## src/rtl/com_uart_tx.sv

```systemverilog
`default_nettype none
// ============================================================================
// Module      : com_uart_tx
// Description : Captures bytes strobed by the interpreter COM port (com_clk /
//               com_data), buffers them in a FIFO and transmits them LSB-first
//               as UART frames on tx (8N1, or 8E1 when COM_UART_PARITY_EN is
//               defined).
// Revision    : 1.0 - initial release
// ============================================================================
module com_uart_tx #(
  parameter int CLKS_PER_BIT = 434,
  parameter int FIFO_DEPTH   = 16
) (
  input  logic                          clk,
  input  logic                          reset,
  input  logic                          com_clk,
  input  logic [7:0]                    com_data,
  output logic                          tx,
  output logic                          busy,
  output logic [$clog2(FIFO_DEPTH):0]   fifo_count,
  output logic                          overflow
);

  localparam int AW = $clog2(FIFO_DEPTH);
  localparam int CW = AW + 1;
  localparam logic [CW-1:0] FULL_CNT = CW'(FIFO_DEPTH);
  localparam logic [15:0]   RELOAD   = 16'(CLKS_PER_BIT - 1);

  localparam logic [2:0] S_IDLE   = 3'd0;
  localparam logic [2:0] S_START  = 3'd1;
  localparam logic [2:0] S_DATA   = 3'd2;
  localparam logic [2:0] S_STOP   = 3'd4;
`ifdef COM_UART_PARITY_EN
  localparam logic [2:0] S_PARITY = 3'd3;
`endif

  logic          s1_clk_q, s2_clk_q;
  logic [7:0]    s1_data_q;
  logic [7:0]    mem_q [FIFO_DEPTH];
  logic [AW-1:0] wr_ptr_q, wr_ptr_d, rd_ptr_q, rd_ptr_d;
  logic [CW-1:0] count_q, count_d;
  logic          overflow_q, overflow_d;
  logic [2:0]    state_q, state_d;
  logic [15:0]   timer_q, timer_d;
  logic [2:0]    bit_cnt_q, bit_cnt_d;
  logic [7:0]    shift_q, shift_d;
  logic          tx_q, tx_d;
  logic          busy_q, busy_d;
`ifdef COM_UART_PARITY_EN
  logic          parity_q, parity_d;
`endif

  logic push_req, push_ok, full, pop, timer_done;

  // One push per rising edge of the registered strobe; fullness uses the
  // pre-cycle count so a same-cycle pop never rescues a push.
  always_comb begin
    push_req   = s1_clk_q & ~s2_clk_q;
    full       = (count_q == FULL_CNT);
    push_ok    = push_req & ~full;
    overflow_d = overflow_q | (push_req & full);
  end

  always_comb begin
    state_d    = state_q;
    timer_d    = timer_q;
    bit_cnt_d  = bit_cnt_q;
    shift_d    = shift_q;
    pop        = 1'b0;
    timer_done = (timer_q == 16'd0);
`ifdef COM_UART_PARITY_EN
    parity_d   = parity_q;
`endif

    case (state_q)
      S_IDLE: begin
        if (count_q != '0) begin
          pop       = 1'b1;
          shift_d   = mem_q[rd_ptr_q];
          bit_cnt_d = 3'd0;
          timer_d   = RELOAD;
          state_d   = S_START;
`ifdef COM_UART_PARITY_EN
          parity_d  = ^mem_q[rd_ptr_q];
`endif
        end
      end
      S_START: begin
        if (timer_done) begin
          timer_d = RELOAD;
          state_d = S_DATA;
        end else begin
          timer_d = timer_q - 16'd1;
        end
      end
      S_DATA: begin
        if (timer_done) begin
          timer_d = RELOAD;
          if (bit_cnt_q == 3'd7) begin
`ifdef COM_UART_PARITY_EN
            state_d = S_PARITY;
`else
            state_d = S_STOP;
`endif
          end else begin
            shift_d   = shift_q >> 1;
            bit_cnt_d = bit_cnt_q + 3'd1;
          end
        end else begin
          timer_d = timer_q - 16'd1;
        end
      end
`ifdef COM_UART_PARITY_EN
      S_PARITY: begin
        if (timer_done) begin
          timer_d = RELOAD;
          state_d = S_STOP;
        end else begin
          timer_d = timer_q - 16'd1;
        end
      end
`endif
      S_STOP: begin
        if (timer_done) begin
          timer_d = RELOAD;
          // Chain straight into the next start bit when bytes are waiting.
          if (count_q != '0) begin
            pop       = 1'b1;
            shift_d   = mem_q[rd_ptr_q];
            bit_cnt_d = 3'd0;
            state_d   = S_START;
`ifdef COM_UART_PARITY_EN
            parity_d  = ^mem_q[rd_ptr_q];
`endif
          end else begin
            state_d = S_IDLE;
          end
        end else begin
          timer_d = timer_q - 16'd1;
        end
      end
      default: state_d = S_IDLE;
    endcase

    wr_ptr_d = wr_ptr_q + AW'(push_ok);
    rd_ptr_d = rd_ptr_q + AW'(pop);
    count_d  = count_q + CW'(push_ok) - CW'(pop);

    tx_d = 1'b1;
    if (state_d == S_START)     tx_d = 1'b0;
    else if (state_d == S_DATA) tx_d = shift_d[0];
`ifdef COM_UART_PARITY_EN
    else if (state_d == S_PARITY) tx_d = parity_d;
`endif

    busy_d = (state_d != S_IDLE) || (count_d != '0);
  end

  always_ff @(posedge clk or negedge reset) begin
    if (!reset) begin
      s1_clk_q   <= 1'b0;
      s2_clk_q   <= 1'b0;
      s1_data_q  <= 8'd0;
      wr_ptr_q   <= '0;
      rd_ptr_q   <= '0;
      count_q    <= '0;
      overflow_q <= 1'b0;
      state_q    <= S_IDLE;
      timer_q    <= RELOAD;
      bit_cnt_q  <= 3'd0;
      shift_q    <= 8'd0;
      tx_q       <= 1'b1;
      busy_q     <= 1'b0;
`ifdef COM_UART_PARITY_EN
      parity_q   <= 1'b0;
`endif
    end else begin
      s1_clk_q   <= com_clk;
      s2_clk_q   <= s1_clk_q;
      s1_data_q  <= com_data;
      wr_ptr_q   <= wr_ptr_d;
      rd_ptr_q   <= rd_ptr_d;
      count_q    <= count_d;
      overflow_q <= overflow_d;
      state_q    <= state_d;
      timer_q    <= timer_d;
      bit_cnt_q  <= bit_cnt_d;
      shift_q    <= shift_d;
      tx_q       <= tx_d;
      busy_q     <= busy_d;
`ifdef COM_UART_PARITY_EN
      parity_q   <= parity_d;
`endif
    end
  end

  // Storage needs no reset; the pointers define what is valid.
  always_ff @(posedge clk) begin
    if (push_ok) mem_q[wr_ptr_q] <= s1_data_q;
  end

  assign tx         = tx_q;
  assign busy       = busy_q;
  assign fifo_count = count_q;
  assign overflow   = overflow_q;

endmodule
`default_nettype wire

```

## config.mk

```make
export PLATFORM = sky130hd
export DESIGN_NAME = com_uart_tx
export DESIGN_NICKNAME = d
export VERILOG_FILES = /design/src/rtl/com_uart_tx.sv
export SDC_FILE = /design/constraint.sdc
export NUM_CORES = 1
export LEC_CHECK = 0
export BUFFER_PORTS_ARGS = -buffer_cell sky130_fd_sc_hd__buf_2
export CAP_MARGIN = 20
export CORE_MARGIN = 4
export CORE_UTILIZATION = 65
export DETAILED_ROUTE_END_ITERATION = 8
export PLACE_DENSITY_LB_ADDON = 0.25
export SLEW_MARGIN = 25
export SYNTH_ARGS = -nofsm -noshare
export SYNTH_HDL_FRONTEND = slang
export SYNTH_SLANG_ARGS = --single-unit
export TNS_END_PERCENT = 50
```

## constraint.sdc

```tcl
create_clock -name clk -period 12.2 [get_ports clk]
set_input_delay 1.22 -clock clk [delete_from_list [all_inputs] [get_ports clk]]
set_output_delay 1.22 -clock clk [all_outputs]
set_load 0.02 [all_outputs]
```

# After elaboration in Yosys (flattened, before gate mapping)
# Memories as Yosys holds them, arrays and structs flattened.
# Cells that the tools add are included.
# Widths: inputs -> output; s select.
[totals]
output_inout_bits = 8
ff_bits = 56
ram_bits = 128
memories = 1
[op_classes]
n_reduce_logical = 11
n_eq_ne = 11
muxes = 27
bitwise_logic = 6
n_addsub = 6
[memory_table]
columns = ["memory", "depth", "word_bits", "rd", "rd_clocked_by_memory_dff", "write_ports", "line", "source"]
rows = [
  ["mem_q", 16, 8, 1, 0, 1, "39", "logic [7:0] mem_q [FIFO_DEPTH];"],
]
[op_table]
columns = ["operator", "count"]
rows = [
  ["$mux 16", 2],
  ["$mux 8", 4],
  ["$pmux 16 s2", 1],
  ["$mux 3", 9],
  ["$pmux 8 s3", 1],
  ["$logic_not 16->1", 1],
  ["$sub 16x1->16 const B", 1],
  ["$pmux 3 s4", 1],
  ["$reduce_bool 5->1", 2],
  ["$pmux 3 s3", 1],
  ["$add 4x1->4", 2],
  ["$ne 2x2->1 const B", 4],
  ["$mux 1", 7],
  ["$eq 3x1->1 const B", 2],
  ["$eq 3x2->1 const B", 2],
  ["$eq 3x3->1 const B", 2],
  ["$reduce_bool 3->1", 2],
  ["$add 5x1->5", 1],
  ["$eq 5x5->1 const B", 1],
  ["$sub 5x1->5", 1],
  ["$reduce_and 4->1", 1],
  ["$add 3x1->3 const B", 1],
  ["$and 1x1->1", 3],
  ["$logic_not 3->1", 1],
  ["7 further kinds", 8],
]

# Logic depth before layout (Yosys ltp)
# Gate-level depths: netlist of the first run.
[depth]
ltp_word = 7
mapped_depth = 16
ltp_nobuf = 15

# Worst setup path after synthesis of the first run
# No wires, ideal clock.
[synth_path]
path_kind = "flip-flop to flip-flop"
startpoint = "reg timer_q[1]"
endpoint = "reg busy_q (netlist: busy)"
required_ns = 12.061
stages_incl_launch_ff = 15
arrival_ns = 3.987
path_slack_ns = 8.074
path_buffers = 1
cell_sequence = "dfrtp_1 -> inv_1 -> ha_1 -> or4b_2 -> o41ai_2 -> or3b_1 -> buf_2 -> or2_1 -> nand2_1 -> ha_1 -> inv_1 -> fa_1 -> inv_1 -> or4_1 -> or4_4"
[synth_between]
elab_chain_len = 6
elab_cells_between_ends = 11
[synth_rtl]
columns = ["item", "line", "source"]
rows = [
  ["start: declaration", "44", "logic [15:0] timer_q, timer_d;"],
  ["start signal: assignment", "186", "timer_q <= timer_d;"],
  ["$logic_not 16->1", "70", "timer_done = (timer_q == 16'd0);"],
  ["$mux 1", "124", "if (timer_done) begin"],
  ["$pmux 1 s2", "75", "case (state_q)"],
  ["$sub 5x1->5", "147", "count_d = count_q + CW'(push_ok) - CW'(pop);"],
  ["named net count_d[1]", "41", "logic [CW-1:0] count_q, count_d;"],
  ["$reduce_bool 5->1", "156", "busy_d = (state_d != S_IDLE) || (count_d != '0);"],
  ["$logic_or 1x1->1", "156", ""],
  ["named net busy_d", "48", "logic busy_q, busy_d;"],
  ["end signal: assignment", "190", "busy_q <= busy_d;"],
  ["end: declaration", "48", ""],
]
# The timed path passes the listed nets, and every way through them passes these cells.
# A chain may end at the register's enable or synchronous reset.

# Worst setup path after layout of the first run
# Ends and elaborated chain as after synthesis.

==> run summary, run 1 <==
Outcome = finished clean
Worst r2r src = timer_q[1]
Final setup viols = 0
Slowest library cell on the worst path = or4b_2
Largest area contributor in the netlist = edfxtp_1
Final wirelength = 14000 um
CP Data Required Time = 12.49 ns
Setup bufs post-CTS = 0
Wire length of the first global-routing pass = 23000 um
P&R area growth vs syn = 9.99%
Setup crit end kind = flop
Largest net degree at the start of global routing = 57
F_max = 227 MHz
Worst setup endpoint = busy
Max Cap Viol = 0
Syn. warnings = 0
Levels on crit path = 13
Die width = 116 um
Crit path time final = 4.40 ns
Average size of a mapped cell = 16.7 um^2
Clk root buf = clkbuf_16
GR Overflow Total = 0
Hold Path Class = reg -> reg
Post-synthesis sequential area ratio = 69.1%
Core ar. = 11400 um^2
CTS buffer count = 17
Final net count = 503
Peak VDD IR = 0.172 mV
Die area = 13500 um^2
PD cells = 202 nW/um^2
Worst Setup SP = timer_q[1]
Std cell rows = 39
Syn nets = 479
Worst skew pair latency = 0.43 ns
Ys flop type = edfxtp_1
Slew @ Worst Pin = 0.947 ns
Synth area leaders = edfxtp_1 (51%), dfrtp_1 (16%), mux4_2 (11%), dfstp_2 (2.1%), ha_1 (2.0%)
Pwr Total = 1690 uW
Fin crit share = 36.1%
Share of cells above drive strength 1 = 24.0%
Port bufs = 18
Vias in the first global route = 4093
Tightest hold margin = 0.410 ns
Mapped Area = 7600 um^2
Top cell type's share of synthesized area = 50.6%
Distinct cells, synth = 61
Die H = 116 um
Fillers = 687
Register Area = 5250 um^2
Reg2Reg Depth = 13
Max FO, Critical Path = 12
Hold path startpoint = s1_clk_q
Fraction of registers with async set/reset = 30.4%
TritonCTS clock tree = built
Critical setup path kind = reg -> reg
R2r setup slk = 7.80 ns
HPWL Detailed = 8810 um
Inst Count DP = 603
RSZ-0062 raised after global routing = no
Initial antenna violation count = 0
Drt via density = 6.28
Pleak = 0.00299 uW
Critical Path Source Type = flop
Most frequent CP cell = inv_1
Antenna diode count = 0
Initial cell density of the core = 66.6%
H-tree Lvls = 4
I/O pin cnt = 19
CP cell instances = inv_1, ha_1, or4b_2, o41ai_2, or3b_1, or2_1, nand2_1, ha_1, inv_1, fa_1, inv_1, or4_1, or4_4
Clock sinks = 184
First-pass DRT Iterations = 5
Post-cts resize count = 0
Buf/Inv on CP = 3
Cell Count, Final, Fillers Out = 635
DRT antenna net count = 0
Rel. slew slack = 36.6%
Worst r2r dst = busy
WL/cell = 22.1 um
DRC viols = 0
Clock Skew = 0.0102 ns
Clock slew at reported path FFs = 0.07 ns
TNS Setup = 0 ns
Crit-path max cell delay = 0.65 ns
Final hold violations = 0
Hold-fix buffers, CTS = 0
Util after Layout = 73.2%
Cell family with the largest share of critical-path delay = simple AND/OR/NAND/NOR gates
Area of the multi-input gates = 2200 um^2
Routed via count = 3986
Overall Global Routing Usage = 23.9%
Synthesis-stage register bit count = 184
CTS max path bufs = 2
Iteration-0 DRC Markers = 391
Slew Limit Fails = 0
Global placer's final weighted congestion = 0.766
Synth Instances = 455
Post-synth EDFFs = 128
Arr. time, crit path = 4.69 ns
==> state kept, by name, indices dropped and copies added, names as in the netlist <==
| name | cells |
|---|---|
| state_q | 3 |
| shift_q | 8 |
| wr_ptr_q | 4 |
| fifo_count | 5 |
| busy | 1 |
| bit_cnt_q | 3 |
| s1_clk_q | 1 |
| overflow | 1 |
| s2_clk_q | 1 |
| s1_data_q | 8 |
| tx | 1 |
| mem_q | 128 |
| rd_ptr_q | 4 |
| timer_q | 16 |
==> kinds of logic (layout without fill, tap and decap cells) <==
kind of cell,Yosys count,in the layout,share of synthesized area (%)
buffers and inverters,35,72,2.04
AND/OR/NAND/NOR,117,117,8.38
AO/OA/AOI/OAI,43,43,4.16
XOR/XNOR,20,20,2.30
flip-flops,184,184,69.1
adder cells (fa/ha/maj),14,14,2.37
multiplexers,42,42,11.6
==> where the power goes <==
group          switching [uW]  internal (uW)  total, uW  leakage [uW]
combinational             197            179        376      0.000916
sequential               67.4            751        819       0.00182
clock                     228            263        491      0.000251
total                     493           1190       1690       0.00299
==> final cells by class <==
type | instances | share of cell area [%]
sequential | 184 | 62.8
multi-input combinational | 236 | 26.4
clock buffer | 20 | 5.22
tap | 143 | 2.14
timing repair buffer | 24 | 1.62
clock inverter | 12 | 1.11
inverter | 16 | 0.718
==> stage by stage <==
| stage | setup slack, ns | instance area (um^2) |
|---|---|---|
| 4_1_cts | 7.78 | 8360 |
| 2_1_floorplan | 8.07 | 7600 |
| 3_3_place_gp | 7.87 | 7830 |
| 6_report | 7.80 | 8360 |
| 5_1_grt | 7.52 | 8360 |
| 3_5_place_dp | 7.80 | 7830 |
==> per-layer routing <==
metal	global-route usage (%)	vias up	part of all wire, %
li1	-	1798	-
met1	30.4	2068	40
met2	41.1	107	54
met3	5.85	13	4.8
met4	7.66	0	1.1
met5	0	-	0
==> how the worst min path moves through the flow <==
stage	slack (ns)	depth (start not counted)	endpoint
2_1_floorplan	0.37	0	s2_clk_q
3_3_place_gp	0.38	0	s2_clk_q
3_5_place_dp	0.39	0	s2_clk_q
4_1_cts	0.41	0	s2_clk_q
5_1_grt	0.43	0	s2_clk_q
6_report	0.41	0	s2_clk_q
==> cell usage in the layout, fill, tap and decap left out, types with 3 or more instances in the layout <==
cell type  count
edfxtp_1     128
dfrtp_1       49
mux4_2        37
nor2_1        35
buf_2         18
clkbuf_16     17
nand2_1       16
inv_1         15
xor2_1        12
ha_1          12
nand3_1       11
a21oi_1        9
xnor2_1        8
nor3_1         8
o21ai_0        8
nand2b_1       7
buf_4          6
dfstp_2        6
or4_1          5
nand3b_1       5
or2_0          5
o221a_2        5
mux2i_1        4
clkinv_4       4
inv_6          4
or2_2          3
clkbuf_1       3
==> cells in the mapped netlist, types with 2 or more instances <==
cell type  number
edfxtp_1      128
dfrtp_1        50
mux4_2         37
nor2_1         35
nand2_1        16
inv_1          15
ha_1           12
xor2_1         12
nand3_1        11
clkbuf_1       10
nor3_1         10
a21oi_1         9
o21ai_0         8
xnor2_1         8
buf_2           7
nand2b_1        7
dfstp_2         6
nand3b_1        5
o221a_2         5
or2_0           5
or4_1           5
mux2i_1         4
or2_2           3
a211o_1         2
a221oi_1        2
a31oi_1         2
and3_1          2
buf_6           2
nor3b_1         2
o211ai_1        2
or3b_2          2
or4_4           2
Power figures use the tool's default switching activity.
==> run 2, diff against run 1 <==
--- a/config.mk
+++ b/config.mk
@@ -5,10 +5,11 @@
 export SDC_FILE = /design/constraint.sdc
 export NUM_CORES = 1
 export LEC_CHECK = 0
+export ABC_AREA = 1
 export BUFFER_PORTS_ARGS = -buffer_cell sky130_fd_sc_hd__buf_2
 export CAP_MARGIN = 20
 export CORE_MARGIN = 4
-export CORE_UTILIZATION = 65
+export CORE_UTILIZATION = 62
 export DETAILED_ROUTE_END_ITERATION = 8
 export PLACE_DENSITY_LB_ADDON = 0.25
 export SLEW_MARGIN = 25
==> constraint.sdc (replaced) <==
create_clock -name clk -period 4.4 [get_ports clk]
set_input_delay 0.44 -clock clk [delete_from_list [all_inputs] [get_ports clk]]
set_output_delay 0.44 -clock clk [all_outputs]
set_load 0.02 [all_outputs]
==> run summary, run 2 <==
Hold-fix buffers, CTS = 0 (unchanged)
GR Overflow Total = 0 (unchanged)
WL/cell = 17.4 um (-21%)
Overall Global Routing Usage = 23.8% (-0.13 points)
Fin crit share = 74.0% (+38 points)
Largest regs = mem_q x128, timer_q x16
Most common cell after layout, fill and taps aside = nand2_1
Initial cell density of the core = 63.8% (-2.8 points)
Vias in the first global route = 5286 (+29%)
H-tree Lvls = 4 (unchanged)
Distinct cells, synth = 46 (-25%)
Peak VDD IR = 0.486 mV (+180%)
Std cell rows = 41 (+5.1%)
Syn. warnings = 0 (unchanged)
Post-cts resize count = 0 (unchanged)
Pwr Total = 5530 uW (+230%)
Final hold violations = 0 (unchanged)
Iteration-0 DRC Markers = 537 (+37%)
Area of the multi-input gates = 2490 um^2 (+13%)
Core ar. = 12700 um^2 (+11%)
Util after Layout = 69.7% (-3.5 points)
Most frequent cells in the layout = nand2_1 (135), edfxtp_1 (128), nor2_1 (122), nand3_1 (50)
Post-synth EDFFs = 128 (unchanged)
Slew Limit Fails = 0 (unchanged)
Largest net degree at the start of global routing = 66 (+16%)
Pleak = 0.00351 uW (+17%)
Setup bufs post-CTS = 0 (unchanged)
Worst skew pair latency = 0.43 ns (about the same)
Tightest hold margin = 0.00206 ns (-0.408 ns)
Max FO, Critical Path = 17 (+5)
Drt via density = 5.63 (-10%)
Share of cells above drive strength 1 = 14.3% (-9.7 points)
HPWL Detailed = 10800 um (+22%)
Syn nets = 777 (+62%)
Antenna diode count = 0 (unchanged)
TNS Setup = 0 ns (unchanged)
CTS buffer count = 17 (unchanged)
Register Area = 5250 um^2 (unchanged)
Synth area leaders = edfxtp_1 (47%), dfrtp_1 (15%), nand2_1 (6.2%), nor2_1 (5.6%), nand3_1 (3.1%)
First-pass DRT Iterations = 5 (unchanged)
Fraction of registers with async set/reset = 30.4% (unchanged)
TritonCTS clock tree = built
Global placer's final weighted congestion = 0.866 (+13%)
CP Data Required Time = 4.71 ns (-7.78 ns)
Top cell type's share of synthesized area = 47.4% (-3.2 points)
Synth top cells by count = nand2_1 (135), edfxtp_1 (128), nor2_1 (122), dfrtp_1 (50), nand3_1 (50)
Fillers = 923 (+34%)
Clk root buf = clkbuf_16
Final net count = 794 (+58%)
Port bufs = 18 (unchanged)
F_max = 307 MHz (+35%)
Largest area contributor in the netlist = edfxtp_1
Worst r2r src = fifo_count[3]
Number of flip-flops under the largest register name = 128 (unchanged)
Die H = 122 um (+5.4%)
Initial antenna violation count = 0 (unchanged)
Hold Path Class = in -> async
Most numerous cell in the Yosys netlist = nand2_1
Average size of a mapped cell = 10.8 um^2 (-36%)
Wire length of the first global-routing pass = 26500 um (+15%)
PD cells = 624 nW/um^2 (+210%)
Setup crit end kind = flop
Max Cap Viol = 0 (unchanged)
Worst Setup SP = fifo_count[3]
Slew @ Worst Pin = 0.887 ns (-0.0601 ns)
Synth Instances = 753 (+65%)
Die area = 15000 um^2 (+11%)
RSZ-0062 raised after global routing = no
Rel. slew slack = 40.9% (+4.2 points)
Clock Skew = 0.0108 ns (+0.000571 ns)
Outcome = finished clean
P&R area growth vs syn = 9.25%
Routed via count = 5376 (+35%)
Arr. time, crit path = 3.56 ns (-1.13 ns)
Synthesis-stage register bit count = 184 (unchanged)
Ys flop type = edfxtp_1
DRT antenna net count = 0 (unchanged)
Critical setup path kind = reg -> reg
Mapped Area = 8110 um^2 (+6.7%)
Final setup viols = 0 (unchanged)
Final wirelength = 16600 um (+18%)
Crit path time final = 3.26 ns (-1.14 ns)
Clock slew at reported path FFs = 0.06 ns (about the same)
Critical Path Source Type = flop
DRC viols = 0 (unchanged)
Reg with most FFs = mem_q
Post-synthesis sequential area ratio = 64.7% (-4.4 points)
I/O pin cnt = 19 (unchanged)
Clock sinks = 184 (unchanged)
Die width = 122 um (+5.4%)
CTS max path bufs = 2 (unchanged)
==> run 2: routing by layer <==
| metal | up-vias | track usage [%] | wire [um] |
|---|---|---|---|
| li1 | 2580 | - | - |
| met1 | 2586 | 32.7 | 7080 |
| met2 | 178 | 38.1 | 8060 |
| met3 | 32 | 4.79 | 1070 |
| met4 | 0 | 8.68 | 375 |
| met5 | - | 0 | 0 |
==> run 2: cell type report <==
cell class | count | share of cell area [%]
sequential | 184 | 59.3
multi-input combinational | 486 | 28.1
clock buffer | 23 | 5.28
inverter | 61 | 2.65
tap | 172 | 2.43
timing repair buffer | 20 | 1.19
clock inverter | 9 | 1.06
==> run 2: worst paths after layout <==
path                                      to  slack (ns)  depth (start not counted)
worst min-delay path              timer_q[6]       0.002                          1
worst max-delay path                    busy        1.14                         16
worst min register to register      s2_clk_q        0.40                          0
max in group asynchronous         timer_q[0]        3.51                          2
worst max register to register          busy        1.14                         16
min in group clk                s1_data_q[3]        0.11                          1
==> run 2: logic make-up after synthesis <==
group / Yosys count / share of synthesized area [%]
AO/OA/AOI/OAI: 102 / 7.34
flip-flops: 184 / 64.7
buffers and inverters: 83 / 4.53
XOR/XNOR: 10 / 1.08
adder cells (fa/ha/maj): 13 / 2.10
AND/OR/NAND/NOR: 361 / 20.2
==> run 2: power by group <==
group | switching (uW) | total (uW) | leakage (uW) | internal [uW]
registers | 195 | 2300 | 0.00183 | 2110
clock network | 621 | 1440 | 0.000262 | 814
logic | 1230 | 1800 | 0.00142 | 567
==> run 2: metrics by stage <==
| step | worst slack, ns | std cells | instance area, um^2 |
|---|---|---|---|
| final | 1.14 | 955 | 8860 |
| after global routing | 0.835 | 955 | 8860 |
| after CTS | 1.17 | 955 | 8860 |
| after detailed placement | 1.22 | 923 | 8300 |
| after global placement | 1.38 | 923 | 8300 |
| after floorplan | 1.68 | 753 | 8110 |
==> run 2: worst max-delay path, cell delays in order, from the launching register on <==
cell	delay [ns]
dfrtp_1	0.39
inv_1	0.09
ha_1	0.18
nand4_2	0.39
nand2_2	0.27
nand2_1	0.14
inv_2	0.14
nand2_1	0.07
nand2_1	0.10
ha_1	0.18
inv_1	0.06
fa_1	0.40
o21ai_0	0.23
a21oi_1	0.12
xor2_1	0.17
nor2_1	0.12
nand3_1	0.08
